==> config.mk <==
export PLATFORM = sky130hd
export DESIGN_NAME = stack_frame_sequencer
export DESIGN_NICKNAME = d
export VERILOG_FILES = /design/src/rtl/stack_frame_sequencer.sv
export SDC_FILE = /design/constraint.sdc
export NUM_CORES = 1
export LEC_CHECK = 0
export ABC_AREA = 1
export CAP_MARGIN = 30
export CORE_MARGIN = 5
export CORE_UTILIZATION = 46
export DETAILED_ROUTE_END_ITERATION = 10
export PLACE_DENSITY = 0.77
export SLEW_MARGIN = 25
export SYNTH_ARGS = -nofsm -noshare
export SYNTH_HDL_FRONTEND = slang
export SYNTH_SLANG_ARGS = --single-unit
export TNS_END_PERCENT = 10
==> constraint.sdc <==
create_clock -name fclk -period 2.4 [get_ports fclk]
set_clock_uncertainty 0.2 [all_clocks]
set_input_delay 0.48 -clock fclk [delete_from_list [all_inputs] [get_ports fclk]]
set_output_delay 0.48 -clock fclk [all_outputs]
set_load 0.05 [all_outputs]
==> src/rtl/stack_frame_sequencer.sv <==
`default_nettype none
// =============================================================================
// stack_frame_sequencer : page-1 stack push/pull frame engine (6502-style)
// Optional macro STACK_WRAP_DETECT_EN builds the sticky stack_wrap detector.
// Revision: 1.0
// =============================================================================
module stack_frame_sequencer #(
  parameter logic [7:0] STACK_PAGE  = 8'h01,
  parameter int         FRAME_BYTES = 3
) (
  input  logic                     fclk,
  input  logic                     resb,
  input  logic                     cmd_valid,
  output logic                     cmd_ready,
  input  logic                     cmd_push,
  input  logic [1:0]               cmd_len,
  input  logic [8*FRAME_BYTES-1:0] push_data,
  output logic [8*FRAME_BYTES-1:0] pull_data,
  output logic                     done,
  input  logic [7:0]               sp_in,
  output logic                     sp_increment,
  output logic                     sp_decrement,
  output logic                     bus_valid,
  input  logic                     bus_ready,
  output logic                     bus_rw,
  output logic [15:0]              bus_addr,
  output logic [7:0]               bus_wdata,
  input  logic [7:0]               bus_rdata,
  output logic                     stack_wrap
);

  localparam int CW = $clog2(FRAME_BYTES + 1);
  localparam int DW = 8 * FRAME_BYTES;

  typedef enum logic [2:0] {
    IDLE     = 3'd0,
    PUSH_WR  = 3'd1,
    PULL_INC = 3'd2,
    PULL_RD  = 3'd3,
    DONE     = 3'd4
  } state_t;

  state_t          state;
  logic            is_push;
  logic [CW-1:0]   len;
  logic [CW-1:0]   cnt;
  logic [DW-1:0]   wbuf;
  logic [DW-1:0]   rbuf;
  logic [CW-1:0]   len_clamped;
  logic [CW-1:0]   rd_idx;
  logic [7:0]      wbyte;

  assign len_clamped = (32'(cmd_len) > FRAME_BYTES) ? CW'(FRAME_BYTES) : CW'(cmd_len);
  assign rd_idx      = len - cnt;

  // Pushes go out highest byte first, so the byte on the bus is index cnt-1.
  always_comb begin
    wbyte = 8'h00;
    for (int k = 0; k < FRAME_BYTES; k++) begin
      if (CW'(k + 1) == cnt) wbyte = wbuf[8*k +: 8];
    end
  end

  assign bus_valid    = (state == PUSH_WR) || (state == PULL_RD);
  assign bus_rw       = (state == PULL_RD);
  assign bus_addr     = bus_valid ? {STACK_PAGE, sp_in} : 16'h0000;
  assign bus_wdata    = (state == PUSH_WR) ? wbyte : 8'h00;
  assign sp_decrement = (state == PUSH_WR) && bus_ready;
  assign sp_increment = (state == PULL_INC);
  assign done         = (state == DONE);

  always_ff @(posedge fclk or negedge resb) begin
    if (!resb) begin
      state     <= IDLE;
      cmd_ready <= 1'b0;
      is_push   <= 1'b0;
      len       <= '0;
      cnt       <= '0;
      wbuf      <= '0;
      rbuf      <= '0;
      pull_data <= '0;
    end else begin
      case (state)
        IDLE: begin
          cmd_ready <= 1'b1;
          if (cmd_valid && cmd_ready) begin
            cmd_ready <= 1'b0;
            is_push   <= cmd_push;
            len       <= len_clamped;
            cnt       <= len_clamped;
            wbuf      <= push_data;
            rbuf      <= '0;
            if (len_clamped == '0)  state <= DONE;
            else if (cmd_push)      state <= PUSH_WR;
            else                    state <= PULL_INC;
          end
        end
        PUSH_WR: begin
          if (bus_ready) begin
            cnt <= cnt - CW'(1);
            if (cnt == CW'(1)) state <= DONE;
          end
        end
        PULL_INC: state <= PULL_RD;
        PULL_RD: begin
          if (bus_ready) begin
            for (int k = 0; k < FRAME_BYTES; k++) begin
              if (CW'(k) == rd_idx) rbuf[8*k +: 8] <= bus_rdata;
            end
            cnt   <= cnt - CW'(1);
            state <= (cnt == CW'(1)) ? DONE : PULL_INC;
          end
        end
        DONE: begin
          // rbuf is cleared on accept, so bytes above len come out as zero.
          if (!is_push) pull_data <= rbuf;
          cmd_ready <= 1'b1;
          state     <= IDLE;
        end
        default: begin
          cmd_ready <= 1'b0;
          state     <= IDLE;
        end
      endcase
    end
  end

`ifdef STACK_WRAP_DETECT_EN
  always_ff @(posedge fclk or negedge resb) begin
    if (!resb) begin
      stack_wrap <= 1'b0;
    end else if ((sp_decrement && sp_in == 8'h00) || (sp_increment && sp_in == 8'hFF)) begin
      stack_wrap <= 1'b1;
    end
  end
`else
  assign stack_wrap = 1'b0;
`endif

endmodule
`default_nettype wire

==> flow_metrics.py <==
metrics = {
    "status": {
        "status": "finished with violations",
        "violations": "negative setup slack",
    },
    "sta": {
        "maxSlewHeadroom_pct": 62.92,
        "whs_ns": 0.2741,
        "hold_violations": 0,
        "min_period_over_period_pct": 100.6,
        "tightest_slew_ns": 0.5543,
        "setup_viol": 3,
        "setup_ws_ns": -0.01548,
        "finalCriticalPeriod_ns": 2.415,
        "timing.final.max_slew_violations": 0,
        "max_freq_ghz": 0.4140,
        "rsz0062_at_grt": "yes",
    },
    "worst_setup_path": {
        "crit_fanout": 8,
        "worstPathArrival_ns": 1.74,
        "cp_cell_sequence": "inv_2, ha_4, nor2_4, buf_12, nand2_4, a21oi_4, buf_12",
        "cp_slowest_cell": "dfrtp_2",
        "worstSetupPathType": "reg2out",
        "cpPeakStageDelay_ns": 0.45,
        "required_ns": 1.72,
        "worst_setup_path_end_kind": "output pin",
        "cpMostUsedCell": "buf_12",
        "start_kind": "register",
    },
    "detailed_routing": {
        "routed_wl_um": 9776,
        "detail_route.first_pass.iterations": 4,
        "vias_per_cell": 5.022,
        "drc_errors": 0,
        "routedWlPerCell_um": 15.09,
        "ant_nets": 0,
        "drt_iter0_drc": 168,
        "num_vias": 3254,
    },
    "placed_design": {
        "dp_worst_setup_slack_ns": 0.1173,
        "place.gp.congestion": 0.8337,
        "port_buffers": 93,
        "post-dp-hpwl_um": 6954,
    },
    "clock_network": {
        "htreeDepth": 3,
        "clk_latency_ns": 0.35,
        "cts_root_buffer": "clkbuf_8",
        "cts_tree": "done",
        "cts_buffer_depth": 2,
        "clk_pin_slew_worst_paths_ns": 0.08,
        "cts.sinks": 81,
        "numCtsBuffers": 9,
    },
    "logic_synthesis": {
        "synthFlopType": "dfrtp_1",
        "yosysTopAreaCell": "dfrtp_1",
        "synth_seq_area_share_pct": 54.11,
        "synth_seq_cells": 81,
        "yosys_warnings": 0,
        "netlist_instances": 430,
        "yosysUniqueCellTypes": 27,
        "synth_commonest_cells": "nand2_1 (158), dfrtp_1 (81), inv_1 (32), nand3_1 (32), nor2_1 (21)",
        "yosysMostFrequentCell": "nand2_1",
        "synth_edf_count": 0,
        "yosysTopAreaCellShare_pct": 54.11,
        "synthesis.area_mm2": 0.003746,
        "synth.area.top_cells": "dfrtp_1 (54%), nand2_1 (16%), mux2_2 (6.0%), nand3_1 (4.3%), inv_1 (3.2%)",
        "syn_avg_cell_area_um2": 8.712,
        "async_reset_ff_share_pct": 100.0,
    },
    "grt": {
        "grt_pass1_vias": 3451,
        "grt_pass1_wl_um": 16440,
        "grt_use_total_pct": 20.76,
        "grt_max_degree": 42,
        "antenna_found_initial": 0,
        "overflow": 0,
    },
    "flow_run": {
        "cap_violations": 0,
    },
    "die": {
        "row_count": 33,
        "io_pins": 102,
        "die_y_um": 100.2,
        "die-area_mm2": 0.01005,
        "core_area_mm2": 0.008093,
        "start_util_pct": 46.29,
        "chipWidth_um": 100.2,
    },
    "power_and_ir_drop": {
        "p_sw_share_pct": 46.42,
        "pwr-share-seq_pct": 30.6,
        "static-leakage-power_uw": 0.002775,
        "p_switching_uw": 3344,
        "power_frac_comb_pct": 55.1,
        "power_frac_clock_pct": 14.3,
        "pwr_density_cell_mw_per_mm2": 1312,
        "ir_drop_mv": 0.8437,
        "p_int_uw": 3859,
    },
    "finish": {
        "nNetsFinal": 589,
        "layout-drive-gt1-share_pct": 23.57,
        "area_growth_pct": 46.56,
        "diodes": 0,
    },
    "hold_path": {
        "hold_class": "reg2reg",
    },
}
## kinds of logic after synthesis
logic type | share of synthesized area, %
and+or+nand+nor | 25.32
buffers and inverters | 6.647
other | 0.1001
DFF | 54.11
adders and majority gates | 1.336
muxes | 7.214
AOI/OAI and AO/OA | 5.277
## repair_timing
item                       4_1_cts  5_1_grt
setup endpoints to repair        8       16
hold endpoints to repair        40        0
buffers inserted                 4        2
resized for setup               51       11
hold buffers                     1        0
pin swaps                       10        9
## registers in the layout, indices dropped and copies added (netlist names)
name and flops:
pull_data 24, rbuf 24, wbuf 24, state 3, cnt 2, len 2, cmd_ready 1, is_push 1
## critical path, delay by kind of cell, from the launching register on
kind / cells / cell delay [ns]
fa+ha+maj: 1 / 0.18
buf+inv: 3 / 0.40
compound gates: 1 / 0.16
flops: 1 / 0.45
simple gates: 2 / 0.18
## final cells by class
type	count	area (um2)
Clock inverter	4	51.30
Inverter	35	133.9
Timing Repair Buffer	110	1270
Fill cell	623	2603
Clock buffer	12	155.1
Multi-Input combinational cell	301	1717
Sequential cell	81	2032
Tap cell	105	131.4
## cell usage in the layout, fill, tap and decap left out, types with 7 or more instances in the layout
cell type,n
nand2_1,150
dfrtp_1,77
clkdlybuf4s50_1,70
nand3_1,32
inv_1,28
buf_12,21
mux2_2,20
nor2_1,18
buf_4,17
o21ai_0,12
clkbuf_8,11
nand2_4,8
a21oi_4,8
conb_1,8
nor2_2,7
a21oi_2,7
## layer usage
layer	routed length (um)	vias to the layer above	global-route usage (%)	part of all wire, %
met2	4988	113	35.12	51
met5	0	-	0	0
met4	198	0	8.705	2.0
met3	668	24	6.046	6.8
met1	3920	1551	24.70	40
li1	-	1566	-	-
## stage by stage
| stage | setup TNS (ns) | utilization, % | instances | cell area [um2] | total power, uW |
|---|---|---|---|---|---|
| 3_3_place_gp | 0 | 61.70 | 625 | 4994 | 5560 |
| 5_1_grt | -0.5057 | 67.84 | 648 | 5490 | 7621 |
| 4_1_cts | -0.05125 | 67.19 | 646 | 5438 | 7088 |
| 3_5_place_dp | 0 | 61.70 | 625 | 4994 | 5677 |
| 6_report | -0.02880 | 67.84 | 648 | 5490 | 7204 |
| 2_1_floorplan | -4.088 | - | 437 | 3781 | 4343 |
## power by group through the flow
| stage | Sequential [uW] | Clock [uW] | Combinational, uW |
|---|---|---|---|
| 5_1_grt | 2260 | 1110 | 4260 |
| 3_3_place_gp | 2120 | 0 | 3440 |
| 6_report | 2200 | 1030 | 3970 |
| 2_1_floorplan | 2530 | 0 | 1810 |
| 3_5_place_dp | 2150 | 0 | 3520 |
| 4_1_cts | 2180 | 1040 | 3870 |
## path summary, 6_finish.rpt
| kind | slack [ns] | to | start | cells after the start |
|---|---|---|---|---|
| max | -0.02 | bus_wdata[4] | cnt[0] | 7 |
| min | 0.27 | wbuf[17] | wbuf[17] | 2 |
| max reg2reg | 0.33 | rbuf[8] | state[2] | 8 |
| min reg2reg | 0.27 | wbuf[17] | wbuf[17] | 2 |
| max in group asynchronous | 0.96 | state[2] | resb | 3 |
| min in group asynchronous | 0.44 | pull_data[18] | resb | 2 |
(Power assumes the default switching activity.)
